### config.mk
export PLATFORM = sky130hd
export DESIGN_NAME = uart_sample_responder
export DESIGN_NICKNAME = d
export VERILOG_FILES = /design/src/rtl/uart_resp_pkg.sv /design/src/rtl/uart_frame_tx.sv /design/src/rtl/uart_sample_responder.sv
export SDC_FILE = /design/constraint.sdc
export NUM_CORES = 1
export LEC_CHECK = 0
export ABC_CLOCK_PERIOD_IN_PS = 3260
export CAP_MARGIN = 20
export CORE_MARGIN = 2
export CORE_UTILIZATION = 45
export CTS_CLUSTER_SIZE = 14
export DETAILED_ROUTE_END_ITERATION = 10
export GPL_ROUTABILITY_DRIVEN = 0
export PLACE_DENSITY = 0.65
export SYNTH_ARGS = -nofsm -noshare
export SYNTH_HDL_FRONTEND = slang
export SYNTH_SLANG_ARGS = --single-unit
### constraint.sdc
create_clock -name CLK_50 -period 3.26 [get_ports CLK_50]
set_clock_uncertainty 0.15 [all_clocks]
set_input_delay 0.489 -clock CLK_50 [delete_from_list [all_inputs] [get_ports CLK_50]]
set_output_delay 0.489 -clock CLK_50 [all_outputs]
set_load 0.01 [all_outputs]
### src/rtl/uart_resp_pkg.sv
// Shared state encoding, default reply bytes and byte-count helper for the
// UART sample responder and its frame transmitter.
package uart_resp_pkg;

  typedef enum logic [1:0] {
    ST_IDLE        = 2'd0,
    ST_WAIT_SAMPLE = 2'd1,
    ST_TX_LOAD     = 2'd2,
    ST_TX_WAIT     = 2'd3
  } resp_state_e;

  localparam logic [7:0] DEF_CMD_BASE = 8'h78;
  localparam logic [7:0] DEF_NAK_BYTE = 8'h3F;
  localparam logic [7:0] DEF_TMO_BYTE = 8'h21;

  function automatic int nbytes(input int w);
    return (w + 7) / 8;
  endfunction

endpackage

### src/rtl/uart_frame_tx.sv
// Sends a loaded frame byte by byte, LSB byte first, through a start/busy
// transmitter handshake and strobes done_o once the last byte has gone out.
module uart_frame_tx
  import uart_resp_pkg::*;
#(
  parameter int FRAME_W = 24,
  parameter int CNT_W   = 2
) (
  input  logic               clk_i,
  input  logic               rst_ni,
  input  logic               load_i,
  input  logic [FRAME_W-1:0] frame_i,
  input  logic [CNT_W-1:0]   len_i,
  input  logic               tx_busy_i,
  output logic               tx_start_o,
  output logic [7:0]         tx_data_o,
  output logic               done_o
);

  resp_state_e        state_q, state_d;
  logic [FRAME_W-1:0] buf_q, buf_d;
  logic [CNT_W-1:0]   idx_q, idx_d;
  logic [CNT_W-1:0]   len_q, len_d;
  logic               first_q, first_d;
  logic [CNT_W-1:0]   idx_nxt;

  always_ff @(posedge clk_i or negedge rst_ni) begin
    if (!rst_ni) begin
      state_q <= ST_IDLE;
      buf_q   <= '0;
      idx_q   <= '0;
      len_q   <= '0;
      first_q <= 1'b0;
    end else begin
      state_q <= state_d;
      buf_q   <= buf_d;
      idx_q   <= idx_d;
      len_q   <= len_d;
      first_q <= first_d;
    end
  end

  // The buffer only shifts once a byte has completed, so tx_data_o stays
  // stable for the whole time the transmitter is working on it.
  assign tx_data_o = buf_q[7:0];

  always_comb begin
    state_d    = state_q;
    buf_d      = buf_q;
    idx_d      = idx_q;
    len_d      = len_q;
    first_d    = 1'b0;
    tx_start_o = 1'b0;
    done_o     = 1'b0;
    idx_nxt    = idx_q + CNT_W'(1);
    case (state_q)
      ST_IDLE: begin
        if (load_i) begin
          buf_d   = frame_i;
          len_d   = len_i;
          idx_d   = '0;
          state_d = ST_TX_LOAD;
        end
      end
      ST_TX_LOAD: begin
        if (!tx_busy_i) begin
          tx_start_o = 1'b1;
          first_d    = 1'b1;
          state_d    = ST_TX_WAIT;
        end
      end
      ST_TX_WAIT: begin
        // The transmitter raises busy one cycle after start; skip that cycle.
        if (!first_q && !tx_busy_i) begin
          if (idx_nxt < len_q) begin
            idx_d   = idx_nxt;
            buf_d   = buf_q >> 8;
            state_d = ST_TX_LOAD;
          end else begin
            done_o  = 1'b1;
            state_d = ST_IDLE;
          end
        end
      end
      default: state_d = ST_IDLE;
    endcase
  end

endmodule

### src/rtl/uart_sample_responder.sv
// UART command responder: decodes a channel command, waits for a fresh
// sample and replies with an echo byte plus the sample, LSB byte first.
module uart_sample_responder
  import uart_resp_pkg::*;
#(
  parameter int         NUM_CH      = 3,
  parameter int         SAMPLE_W    = 16,
  parameter logic [7:0] CMD_BASE    = DEF_CMD_BASE,
  parameter logic [7:0] NAK_BYTE    = DEF_NAK_BYTE,
  parameter logic [7:0] TMO_BYTE    = DEF_TMO_BYTE,
  parameter int         TIMEOUT_CYC = 50000,
  localparam int        CH_W        = (NUM_CH > 1) ? $clog2(NUM_CH) : 1
) (
  input  logic                CLK_50,
  input  logic                iRSTN,
  input  logic                rx_valid,
  input  logic [7:0]          rx_data,
  output logic                tx_start,
  output logic [7:0]          tx_data,
  input  logic                tx_busy,
  output logic [CH_W-1:0]     ch_sel,
  input  logic [SAMPLE_W-1:0] sample_in,
  input  logic                sample_valid,
  output logic                busy,
  output logic [7:0]          overrun_cnt
);

  localparam int NBYTES  = nbytes(SAMPLE_W);
  localparam int FRAME_W = 8 * (NBYTES + 1);
  localparam int CNT_W   = $clog2(NBYTES + 2);
  localparam int TMO_W   = $clog2(TIMEOUT_CYC + 1);

  // ST_TX_LOAD here covers the whole frame transmission; the byte-level
  // load/wait handshake lives in uart_frame_tx.
  resp_state_e        state_q, state_d;
  logic [7:0]         cmd_q, cmd_d;
  logic [CH_W-1:0]    ch_sel_q, ch_sel_d;
  logic [TMO_W-1:0]   tmo_q, tmo_d;
  logic [7:0]         ovr_q, ovr_d;

  logic               frame_load;
  logic [FRAME_W-1:0] frame_vec;
  logic [CNT_W-1:0]   frame_len;
  logic               frame_done;
  logic [8:0]         rx9, base9, lim9;
  logic               cmd_hit;
  logic [8*NBYTES-1:0] sample_ext;

  // 9-bit compare so a channel range running past 8'hFF does not wrap.
  assign rx9        = {1'b0, rx_data};
  assign base9      = {1'b0, CMD_BASE};
  assign lim9       = base9 + 9'(NUM_CH);
  assign cmd_hit    = (rx9 >= base9) && (rx9 < lim9);
  assign sample_ext = (8*NBYTES)'(sample_in);

  always_ff @(posedge CLK_50 or negedge iRSTN) begin
    if (!iRSTN) begin
      state_q  <= ST_IDLE;
      cmd_q    <= '0;
      ch_sel_q <= '0;
      tmo_q    <= '0;
      ovr_q    <= '0;
    end else begin
      state_q  <= state_d;
      cmd_q    <= cmd_d;
      ch_sel_q <= ch_sel_d;
      tmo_q    <= tmo_d;
      ovr_q    <= ovr_d;
    end
  end

  always_comb begin
    state_d    = state_q;
    cmd_d      = cmd_q;
    ch_sel_d   = ch_sel_q;
    tmo_d      = tmo_q;
    ovr_d      = ovr_q;
    frame_load = 1'b0;
    frame_vec  = '0;
    frame_len  = '0;
    case (state_q)
      ST_IDLE: begin
        if (rx_valid) begin
          if (cmd_hit) begin
            cmd_d    = rx_data;
            ch_sel_d = CH_W'(rx_data - CMD_BASE);
            tmo_d    = '0;
            state_d  = ST_WAIT_SAMPLE;
          end else begin
            frame_load = 1'b1;
            frame_vec  = FRAME_W'(NAK_BYTE);
            frame_len  = CNT_W'(1);
            state_d    = ST_TX_LOAD;
          end
        end
      end
      ST_WAIT_SAMPLE: begin
        // A zero count marks the cycle ch_sel changed: that strobe belongs
        // to the previous channel and is skipped.
        if (sample_valid && (tmo_q != '0)) begin
          frame_load = 1'b1;
          frame_vec  = {sample_ext, cmd_q};
          frame_len  = CNT_W'(NBYTES + 1);
          state_d    = ST_TX_LOAD;
        end else if (tmo_q == TMO_W'(TIMEOUT_CYC)) begin
          frame_load = 1'b1;
          frame_vec  = FRAME_W'(TMO_BYTE);
          frame_len  = CNT_W'(1);
          state_d    = ST_TX_LOAD;
        end else begin
          tmo_d = tmo_q + TMO_W'(1);
        end
      end
      ST_TX_LOAD: begin
        if (frame_done) state_d = ST_IDLE;
      end
      default: state_d = ST_IDLE;
    endcase
    if (rx_valid && (state_q != ST_IDLE) && (ovr_q != 8'hFF)) ovr_d = ovr_q + 8'd1;
  end

  uart_frame_tx #(
    .FRAME_W (FRAME_W),
    .CNT_W   (CNT_W)
  ) u_frame_tx (
    .clk_i      (CLK_50),
    .rst_ni     (iRSTN),
    .load_i     (frame_load),
    .frame_i    (frame_vec),
    .len_i      (frame_len),
    .tx_busy_i  (tx_busy),
    .tx_start_o (tx_start),
    .tx_data_o  (tx_data),
    .done_o     (frame_done)
  );

  assign ch_sel      = ch_sel_q;
  assign busy        = (state_q != ST_IDLE);
  assign overrun_cnt = ovr_q;

endmodule

==> results of run 1 <==
worst paths after layout:
check / to / slack [ps] / cells past startpoint
max in group asynchronous: u_frame_tx.buf_q[22] / 1710 / 3
min in group asynchronous: tmo_q[11] / 520 / 2
setup reg to reg: u_frame_tx.buf_q[22] / 560 / 8
hold reg to reg: u_frame_tx.len_q[0] / 310 / 1
hold / removal: u_frame_tx.len_q[0] / 310 / 1
setup / recovery: u_frame_tx.buf_q[22] / 500 / 7
layout by cell type (no fill, tap or decap), types with 4 or more instances in the layout:
cell type	n
a21oi_1	12
inv_1	24
buf_4	12
clkdlybuf4s50_1	47
or2_2	5
ha_1	4
xor2_1	4
and4_1	4
nor2_1	21
and3_1	7
dfrtp_1	65
nand4_1	9
xnor2_1	4
o21ai_0	6
a31oi_1	14
mux2_2	7
nand3_1	25
clkbuf_8	10
or4_1	10
nand2_1	25
o2bb2ai_1	4
a21o_1	4
nand2b_1	5
mux2i_1	19
and2_1	8
o211ai_1	11
power by group through the flow:
| stage | Clock [uW] | Sequential [uW] | Combinational, uW |
|---|---|---|---|
| after floorplan | 0 | 1180 | 594 |
| after global placement | 0 | 1240 | 831 |
| after detailed placement | 0 | 1240 | 850 |
| after CTS | 601 | 1230 | 858 |
| after global routing | 632 | 1270 | 945 |
| final | 581 | 1230 | 849 |
per-layer routing:
| metal | track usage | vias to the layer above | share of wire |
|---|---|---|---|
| li1 | - | 1324 | - |
| met1 | 0.2705 | 1282 | 0.50 |
| met2 | 0.2932 | 58 | 0.45 |
| met3 | 0.03402 | 6 | 0.043 |
| met4 | 0.06818 | 0 | 0.0096 |
| met5 | 0 | - | 0 |
cell type report:
| type | count | area, um2 | area share |
|---|---|---|---|
| well taps | 99 | 123.9 | 0.03016 |
| multi-input cells | 231 | 1528 | 0.3720 |
| clock inverters | 3 | 17.52 | 0.004266 |
| inverters | 24 | 90.09 | 0.02194 |
| repair buffers | 61 | 575.6 | 0.1402 |
| flip-flops and latches | 65 | 1627 | 0.3961 |
| clock buffers | 12 | 145.1 | 0.03534 |
stage by stage:
stage	setup slack [ps]	utilization
after floorplan	827.2	-
after global placement	269.4	0.5395
after detailed placement	186.9	0.5395
after CTS	524.1	0.5631
after global routing	266.0	0.5631
final	503.0	0.5631
sequential cells by signal (all words and copies together), names as in the netlist:
register	cells
u_frame_tx.buf_q	24
tmo_q	16
cmd_q	8
overrun_cnt	8
state_q	2
u_frame_tx.idx_q	2
u_frame_tx.len_q	2
u_frame_tx.state_q	2
u_frame_tx.first_q	1
logic make-up after synthesis:
family / synth area share
DFF: 0.4769
buffers and inverters: 0.07520
and+or+nand+nor: 0.2080
muxes: 0.08217
xor gates and xnor gates: 0.02054
adders and majority gates: 0.01467
AOI/OAI and AO/OA: 0.1225
repair_timing:
item	CTS	global route
setup buffers	0	0
hold endpoints to repair	2	0
hold buffers	1	0
==> results.md, run 1 <==
- Detailed-route wire length: 7429 um
- Total nets after synthesis: between 300 and 400
- Max-cap check violation count: 0
- Yosys warnings: 0
- Combinational group share of total power: 0.319
- Cell Count Post-Placement: around 480
- Most frequent cell after synthesis: dfrtp_1
- Hold path startpoint: u_frame_tx.len_q[0]
- GRT Residual Overflow: 0
- Mapped Avg Cell Area: 9.773 um2
- Post-route design area: a little over 4000 um2
- Num Clock Sinks: between 60 and 70
- Number of DRC violations after detailed routing: 0
- Result of the run: finished clean
- Initial core utilization: 0.4677
- Final Max Slew Viols: 0
- Wire length per cell: 15.01 um
- Width of the chip: roughly 91 um
- Diode insertion count for antenna repair: 0
- Cell Area, Synth: around 3400 um2
- Top cell type by total area after synthesis: dfrtp_1
- Later-pin clock latency in the skew report: between 300 and 400 ps
- Clock transition at the register clock pins on the worst setup and hold paths after CTS: 70 ps
- Number of global-route vias before repair: 2662
- Share of total power in sequential cells: 0.462
- Switching power of the nets: 895.6 uW
- Boundary pin count: 49
- Cell internal pwr: 1765 uW
- Global routing usage summed across all routing layers: 0.1903
- Deepest clock path buffer count: 2
- Minimum clock period after layout: 2757 ps
- Signal arrival time at the worst endpoint: 2850 ps
- Number of buffers created by CTS: 9
- Required time worst endpoint: 3350 ps
- Worst IR drop on VDD: 0.0003331 V
- Area delta synth->final: 20.40%
- Startpoint of the lowest-slack register-to-register path: u_frame_tx.idx_q[0]
- Share of total power in the clock network: 0.218
- Post-detailed-placement half-perimeter wirelength: 5240 um
- Non-filler cells, final: 495
- Worst setup path class: in -> reg
- Post-Place Cell Area: between 3000 and 4000 um2
- Filler cell count in the final layout: 669
- Syn Inst Count: between 300 and 400
- Post-synth EDFFs: 0
- Overall power after layout: 2661 uW
- Sw Ratio: 0.3365
- Vias: 2670
- Setup repair after global routing missed its margin: no
- Final Hold Fails: 0
- Number of antenna violations at the first check in global routing: 0
- Hold WC Path Type: reg -> reg
- Count of buffer and inverter cells on the critical path: 2
- Pleak: 0.001699 uW
- Power Density: between 600 and 700 nW/um2
- Library cells used by synthesis: 44
- Final critical-path share of the clock period: 0.8457
- Total of cells resized after clock tree synthesis: 0
- TritonCTS clock tree: built
- Fraction of registers with async set/reset: 1.000
- Chip Height: 91.06 um
- Post-synthesis sequential element count: 65
- Endpoints failing setup: 0
- Pin slew with the least headroom to its limit: 606.5 ps
- Proportion of netlist area held by the largest area contributor: 0.4769
- Worst hold-check slack: 314.4 ps
- Total die area: 8292 um2
- Slowest cell on the critical path: clkdlybuf4s50_1
- Placeable core region: 7292 um2
- Cell types with the largest area share after synthesis: dfrtp_1 48%, mux2i_1 5.6%, nand3_1 3.7%
- Via density per instance: 5.394
- Maximum single-stage delay on the critical path: 500 ps
- Largest delay share family, worst path: compound AO/OA/AOI/OAI gates
- Share of the yosys chip area belonging to registers: 0.4769
- First-pass GRT wire length: roughly 13000 um
- Standard-cell rows: 31
- Fraction of layout instances using a drive strength above 1: 0.1010
- Top post-synthesis cells by count: 65 x dfrtp_1, 25 x nand2_1, 25 x nand3_1, 24 x inv_1, 21 x nor2_1
- Final setup TNS: 0 ps
- Setup crit end kind: flop
- Cell chosen for the clock root: clkbuf_8
- Final antenna-violating net count: 0
- Main synth FF type: dfrtp_1
- List of cells traversed by the critical path: clkdlybuf4s50_1, or3b_2, a41oi_1, o21bai_1, a21o_1, buf_4, mux2i_1
- Final net count: 425
- DRC violation total after the first TritonRoute iteration: 171
- Worst setup path startpoint: rx_valid
- Largest fanout on the critical path: 12
- Pin count of the biggest net entering global routing: 35
- Count of H-tree levels built during CTS: 3
- Maximum achievable frequency: 362.7 MHz
- Worst rel slew slack: 0.5957
- Nature of the critical path startpoint: primary input
- Detailed Routing Iterations Pass 1: 5
- Number of buffers added on ports: 48
Power figures use the tool's default switching activity.
==> run 2: changes to the inputs <==
--- a/config.mk
+++ b/config.mk
@@ -5,14 +5,14 @@
 export SDC_FILE = /design/constraint.sdc
 export NUM_CORES = 1
 export LEC_CHECK = 0
-export ABC_CLOCK_PERIOD_IN_PS = 3260
+export ABC_CLOCK_PERIOD_IN_PS = 2300
 export CAP_MARGIN = 20
 export CORE_MARGIN = 2
 export CORE_UTILIZATION = 45
 export CTS_CLUSTER_SIZE = 14
 export DETAILED_ROUTE_END_ITERATION = 10
 export GPL_ROUTABILITY_DRIVEN = 0
-export PLACE_DENSITY = 0.65
+export PLACE_DENSITY = 0.68
 export SYNTH_ARGS = -nofsm -noshare
 export SYNTH_HDL_FRONTEND = slang
 export SYNTH_SLANG_ARGS = --single-unit
==> constraint.sdc (replaced) <==
create_clock -name CLK_50 -period 2.3 [get_ports CLK_50]
set_clock_uncertainty 0.15 [all_clocks]
set_input_delay 0.345 -clock CLK_50 [delete_from_list [all_inputs] [get_ports CLK_50]]
set_output_delay 0.345 -clock CLK_50 [all_outputs]
set_load 0.01 [all_outputs]
==> run 2 against run 1 <==
  * The run now ends with setup timing left
  * Design area rose by 14%
  * Core utilization increased by 7.7 points
  * Register-to-register slack worse by 590 ps
  * Global-route usage increased by 2.0 points
  * Largest cell class is now multi-input gates
  * Critical path depth fell by 1
  * Final cell count is 9.3% higher
==> results.md, run 2 (same netlist as run 1, synthesis figures left out) <==
- Final net count: 472 (+11%)
- Global routing usage summed across all routing layers: 0.2107 (+0.02044)
- Result of the run: complete, but fails checks
- Later-pin clock latency in the skew report: 340 ps (about the same)
- Signal arrival time at the worst endpoint: 2450 ps (-400 ps)
- Overall power after layout: 4092 uW (+54%)
- Pin count of the biggest net entering global routing: 43 (+23%)
- Worst rel slew slack: 0.6035 (+0.007824)
- Share of the core filled with cells: 0.6400 (+0.07687)
- Failing checks: setup timing
- Final Hold Fails: 0 (unchanged)
- Worst IR drop on VDD: 0.0006809 V (+100%)
- Number of DRC violations after detailed routing: 0 (unchanged)
- Setup crit end kind: flop
- Fin worst setup slack: -28.30 ps (-531.3 ps)
- Fraction of layout instances using a drive strength above 1: 0.2489 (+0.1479)
- Number of buffers added on ports: 48 (unchanged)
- Number of buffers created by CTS: 9 (unchanged)
- Post-detailed-placement half-perimeter wirelength: 5582 um (+6.5%)
- Hold WC Path Type: reg -> reg
- Minimum clock period after layout: 2328 ps
- Required time worst endpoint: 2430 ps (-920 ps)
- Number of antenna violations at the first check in global routing: 0 (unchanged)
- Detailed Routing Iterations Pass 1: 5 (unchanged)
- Flip-flop count of the largest register, all copies and words added: 24 (unchanged)
- Detailed-route wire length: 8334 um (+12%)
- Setup repair after global routing missed its margin: yes
- Register bank with the most flops: u_frame_tx.buf_q
- Boundary pin count: 49 (unchanged)
- Placeable core region: 7292 um2 (unchanged)
- GRT Residual Overflow: 0 (unchanged)
- Pleak: 0.001948 uW (+15%)
- Power Density: 876.9 nW/um2 (+35%)
- Count of H-tree levels built during CTS: 3 (unchanged)
- Worst hold-check slack: 316.2 ps (+1.793 ps)
- Vias: 2959 (+11%)
- Wire length per cell: 15.40 um (+2.6%)
- Via density per instance: 5.470 (+1.4%)
- Final critical-path share of the clock period: 1.012
- Initial core utilization: 0.4677 (unchanged)
- Post-route design area: 4667 um2 (+14%)
- Endpoints failing setup: 3 (+3)
- Num Clock Sinks: 65 (unchanged)
- TritonCTS clock tree: built
- Leading registers by flop count: u_frame_tx.buf_q x24, tmo_q x16
- Standard-cell rows: 31 (unchanged)
- Deepest clock path buffer count: 2 (unchanged)
- Nature of the critical path startpoint: flop
- Area delta synth->final: 36.83%
- Clock transition at the register clock pins on the worst setup and hold paths after CTS: 70 ps (about the same)
- Largest fanout on the critical path: 5 (-7)
- Width of the chip: 91.06 um (unchanged)
- DRC violation total after the first TritonRoute iteration: 118 (-31%)
- Total die area: 8292 um2 (unchanged)
- Post-Place Cell Area: 4265 um2 (+8.4%)
- Pin slew with the least headroom to its limit: 594.7 ps (-11.74 ps)
- Diode insertion count for antenna repair: 0 (unchanged)
- Final Max Slew Viols: 0 (unchanged)
- Max-cap check violation count: 0 (unchanged)
- Chip Height: 91.06 um (unchanged)
- Maximum achievable frequency: 429.5 MHz
- Cell chosen for the clock root: clkbuf_8
- Most frequent standard cell in the layout excluding fill and tap cells: dfrtp_1
- Worst setup path class: reg -> reg
- First-pass GRT wire length: 14100 um (+10%)
- Top library cells by usage in the layout, fill and taps aside: 65 x dfrtp_1, 51 x buf_4, 47 x clkdlybuf4s50_1
- Number of global-route vias before repair: 2973 (+12%)
- Final antenna-violating net count: 0 (unchanged)
## run 2: worst paths after layout
check | startpoint | cells past startpoint | slack [ps] | to
max in group asynchronous | iRSTN | 3 | 990 | state_q[0]
hold reg to reg | cmd_q[4] | 1 | 320 | cmd_q[4]
min in group asynchronous | iRSTN | 2 | 380 | tmo_q[9]
setup reg to reg | tmo_q[13] | 6 | -30 | tmo_q[11]
setup / recovery | tmo_q[13] | 6 | -30 | tmo_q[11]
hold / removal | cmd_q[4] | 1 | 320 | cmd_q[4]
## run 2: cell type report
type / instances / area, um2
fill: 637 / 2625
multi-input combinational: 233 / 1687
sequential: 65 / 1627
timing repair buffer: 106 / 960.9
clock buffer: 12 / 165.2
tap: 99 / 123.9
inverter: 24 / 90.09
clock inverter: 2 / 13.76
## run 2: per-stage QoR
step	worst slack, ps	cells	TNS, ps
4_1_cts	0.3044	538	0
6_report	-28.30	541	-61.76
3_5_place_dp	-369.0	519	-10760
2_1_floorplan	29.32	349	0
3_3_place_gp	-318.6	519	-9781
5_1_grt	-84.11	541	-1556
## run 2: layer usage
layer,track usage,vias to the layer above,routed length [um]
met5,0,-,0
met4,0.08586,0,159
met3,0.04066,14,346
met2,0.3272,83,3786
met1,0.2903,1433,4041
li1,-,1429,-
## run 2: critical path: stages (launching register included)
cell,delay [ps]
dfrtp_1,390
nor4_1,380
nand4_1,210
buf_6,180
a211o_4,350
or4_4,540
nand2_2,70
## run 2: power by group
part	switching (uW)	internal, uW
clock network	431	468
registers	202	1460
logic	742	794
## run 2: repair_timing
| action | 4_1_cts | 5_1_grt |
|---|---|---|
| gates cloned | 2 | 0 |
| setup buffers | 3 | 3 |
| hold endpoints to repair | 23 | 0 |
| pin swaps | 1 | 17 |
| endpoints found under the setup margin | 39 | 42 |
| gates resized for setup | 7 | 29 |
| hold buffers | 1 | 0 |
==> run 3: changes to the inputs <==
--- a/config.mk
+++ b/config.mk
@@ -5,6 +5,7 @@
 export SDC_FILE = /design/constraint.sdc
 export NUM_CORES = 1
 export LEC_CHECK = 0
+export ABC_AREA = 1
 export ABC_CLOCK_PERIOD_IN_PS = 2300
 export CAP_MARGIN = 20
 export CORE_MARGIN = 2
@@ -12,7 +13,7 @@
 export CTS_CLUSTER_SIZE = 14
 export DETAILED_ROUTE_END_ITERATION = 10
 export GPL_ROUTABILITY_DRIVEN = 0
-export PLACE_DENSITY = 0.68
+export PLACE_DENSITY = 0.67
 export SYNTH_ARGS = -nofsm -noshare
 export SYNTH_HDL_FRONTEND = slang
 export SYNTH_SLANG_ARGS = --single-unit
==> run 3 against run 2 <==
  * The run now ends clean
  * Clock-buffer cell count fell by 3
  * Combinational power fell by 16%
  * Critical path depth is 5 higher
==> results.md, run 3 <==
- Hold WC Path Type: in -> async
- Maximum achievable frequency: 479.5 MHz (+12%)
- TritonCTS clock tree: built
- Leading registers by flop count: u_frame_tx.buf_q x24, tmo_q x16
- Final Hold Fails: 0 (unchanged)
- Top cell type by total area after synthesis: dfrtp_1
- Final critical-path share of the clock period: 0.9067 (-0.1056)
- Largest fanout on the critical path: 35 (+30)
- Later-pin clock latency in the skew report: 340 ps (about the same)
- Setup Buffers After CTS: 0 (-3)
- Number of antenna violations at the first check in global routing: 0 (unchanged)
- Share of the yosys chip area belonging to registers: 0.4530 (-0.02393)
- Signal arrival time at the worst endpoint: 2210 ps (-240 ps)
- Chip Height: 93.33 um (+2.5%)
- Width of the chip: 93.33 um (+2.5%)
- Worst rel slew slack: 0.7352 (+0.1316)
- Yosys warnings: 0 (unchanged)
- Startpoint of the lowest-slack register-to-register path: tmo_q[0]
- Number of global-route vias before repair: 2876 (-3.3%)
- Worst setup path startpoint: tmo_q[0]
- Worst R2R End: u_frame_tx.idx_q[0]
- Cell types with the largest area share after synthesis: dfrtp_1 45%, nand2_1 20%, nor2_1 4.1%
- Main synth FF type: dfrtp_1
- Non-filler cells, final: 626 (+16%)
- Proportion of netlist area held by the largest area contributor: 0.4530 (-0.02393)
- Fraction of registers with async set/reset: 1.000 (unchanged)
- Fraction of layout instances using a drive strength above 1: 0.1088 (-0.1401)
- Detailed Routing Iterations Pass 1: 4 (-1)
- Wire length per cell: 11.89 um (-23%)
- Number of DRC violations after detailed routing: 0 (unchanged)
- Via density per instance: 4.728 (-14%)
- Share of the core filled with cells: 0.5644 (-0.07557)
- Standard-cell rows: 32 (+3.2%)
- Most frequent standard cell in the layout excluding fill and tap cells: nand2_1
- Mapped Avg Cell Area: 7.624 um2 (-22%)
- Library cells used by synthesis: 29 (-34%)
- Boundary pin count: 49 (unchanged)
- Post-synth EDFFs: 0 (unchanged)
- Post-synthesis sequential element count: 65 (unchanged)
- Worst IR drop on VDD: 0.0006043 V (-11%)
- Top library cells by usage in the layout, fill and taps aside: 194 x nand2_1, 65 x dfrtp_1, 47 x clkdlybuf4s50_1
- Initial core utilization: 0.4647 (-0.003040)
- Count of H-tree levels built during CTS: 3 (unchanged)
- GRT Residual Overflow: 0 (unchanged)
- Final setup TNS: 0 ps (+61.76 ps)
- Post-detailed-placement half-perimeter wirelength: 5303 um (-5.0%)
- Detailed-route wire length: 7442 um (-11%)
- Total die area: 8710 um2 (+5.0%)
- Syn Inst Count: 471 (+35%)
- Global routing usage summed across all routing layers: 0.1885 (-0.02219)
- Required time worst endpoint: 2430 ps (about the same)
- Cell Area, Synth: 3591 um2 (+5.3%)
- Power Density: 897.4 nW/um2 (+2.3%)
- Final net count: 552 (+17%)
- Pin slew with the least headroom to its limit: 396.3 ps (-198.4 ps)
- Post-route design area: 4362 um2 (-6.5%)
- Area delta synth->final: 21.46%
- Clock transition at the register clock pins on the worst setup and hold paths after CTS: 80 ps (about the same)
- Pleak: 0.002121 uW (+8.9%)
- Register bank with the most flops: u_frame_tx.buf_q
- Post-Place Cell Area: 4121 um2 (-3.4%)
- DRC violation total after the first TritonRoute iteration: 188 (+59%)
- Depth of the most critical reg-to-reg path: 11 (+5)
- Pin count of the biggest net entering global routing: 53 (+23%)
- Setup repair after global routing missed its margin: no
- Number of buffers created by CTS: 9 (unchanged)
- Endpoints failing setup: 0 (-3)
- Cell chosen for the clock root: clkbuf_8
- First-pass GRT wire length: 13190 um (-6.5%)
- Total nets after synthesis: 504 (+32%)
- Most frequent cell after synthesis: nand2_1
- Max-cap check violation count: 0 (unchanged)
- End point of the critical path: u_frame_tx.idx_q[0]
- Nature of the critical path startpoint: flop
- Result of the run: finished clean
- Num Clock Sinks: 65 (unchanged)
- Setup crit end kind: flop
- Reg2reg setup slack: 210 ps (+240 ps)
- Vias: 2960 (+0.034%)
- Cell Count Post-Placement: 609 (+17%)
- Final antenna-violating net count: 0 (unchanged)
- Worst setup path class: reg -> reg
- Worst hold-check slack: 285.0 ps (-31.22 ps)
- Flip-flop count of the largest register, all copies and words added: 24 (unchanged)
- Number of buffers added on ports: 48 (unchanged)
- Deepest clock path buffer count: 2 (unchanged)
- Diode insertion count for antenna repair: 0 (unchanged)
- Minimum clock period after layout: 2085 ps (-242.9 ps)
- Final Max Slew Viols: 0 (unchanged)
- Top post-synthesis cells by count: 194 x nand2_1, 65 x dfrtp_1, 39 x nor2_1, 34 x inv_1, 24 x nand3_1
- Placeable core region: 7727 um2 (+6.0%)
-- run 3: cell count changes after synthesis, moves of 8 or more --
cell,change
nand2_1,+169
o21ai_1,+21
mux2i_1,-19
nor2_1,+18
clkbuf_1,-15
a31oi_1,-14
o211ai_1,-11
a21oi_1,-10
inv_1,+10
or4_1,-10
xor2_1,+10
and2_1,-8
-- run 3: timing repair --
action                                 in CTS  in global routing
setup endpoints to repair                   0                  3
endpoints found under the hold margin      13                  0
gates resized for setup                     0                  1
hold buffers                                1                  0
-- run 3: kinds of logic (layout without fill, tap and decap cells) --
| family | after synthesis | count (layout) | synth area share |
|---|---|---|---|
| and+or+nand+nor | 292 | 292 | 0.3551 |
| DFF | 65 | 65 | 0.4530 |
| muxes | 2 | 2 | 0.006271 |
| xor gates and xnor gates | 16 | 16 | 0.03903 |
| AOI/OAI and AO/OA | 32 | 32 | 0.04634 |
| buffers and inverters | 60 | 113 | 0.08641 |
| adders and majority gates | 4 | 4 | 0.01394 |
-- run 3: final cells by class --
class | instances | area [um2]
Tap cell | 102 | 127.6
Sequential cell | 65 | 1627
Multi-Input combinational cell | 346 | 1658
Fill cell | 717 | 3366
Inverter | 40 | 152.6
Clock buffer | 9 | 123.9
Timing Repair Buffer | 57 | 570.5
Clock inverter | 7 | 102.6
-- run 3: critical path: stages, from the launching register on --
cell and delay [ps]:
dfrtp_1 420, inv_1 110, ha_1 160, nand2_2 70, nor2_2 110, nand2_2 90
nand3_4 150, nand4_4 140, nand3_4 80, buf_4 320, nand2_1 110, nand2_1 90
-- run 3: worst min-delay path by stage --
stage	startpoint	to	slack, ps	cells past startpoint
3_5_place_dp	iRSTN	overrun_cnt[1]	130	1
6_report	iRSTN	tmo_q[13]	290	2
4_1_cts	iRSTN	tmo_q[13]	300	2
5_1_grt	iRSTN	tmo_q[13]	330	2
2_1_floorplan	iRSTN	cmd_q[0]	-100	0
3_3_place_gp	iRSTN	overrun_cnt[0]	130	1
-- run 3: report_power, final --
group	internal (uW)	switching, uW
logic	573	724
clock network	619	476
registers	1320	201
total	2510	1400
-- run 3: metal layers --
layer  vias to the layer above  part of all wire  GRT usage
li1                       1555                 -          -
met3                        10             0.047    0.03143
met4                         0             0.014    0.05882
met5                         -                 0          0
met1                      1328              0.52     0.2904
met2                        67              0.42     0.2698
-- run 3: metrics by stage --
| stage | power (uW) | worst slack (ps) |
|---|---|---|
| finish | 3914 | 214.6 |
| global route | 4186 | 26.77 |
| CTS | 3943 | 161.8 |
| detailed placement | 2833 | 112.9 |
| global placement | 2801 | 183.0 |
| floorplan | 2372 | 413.3 |
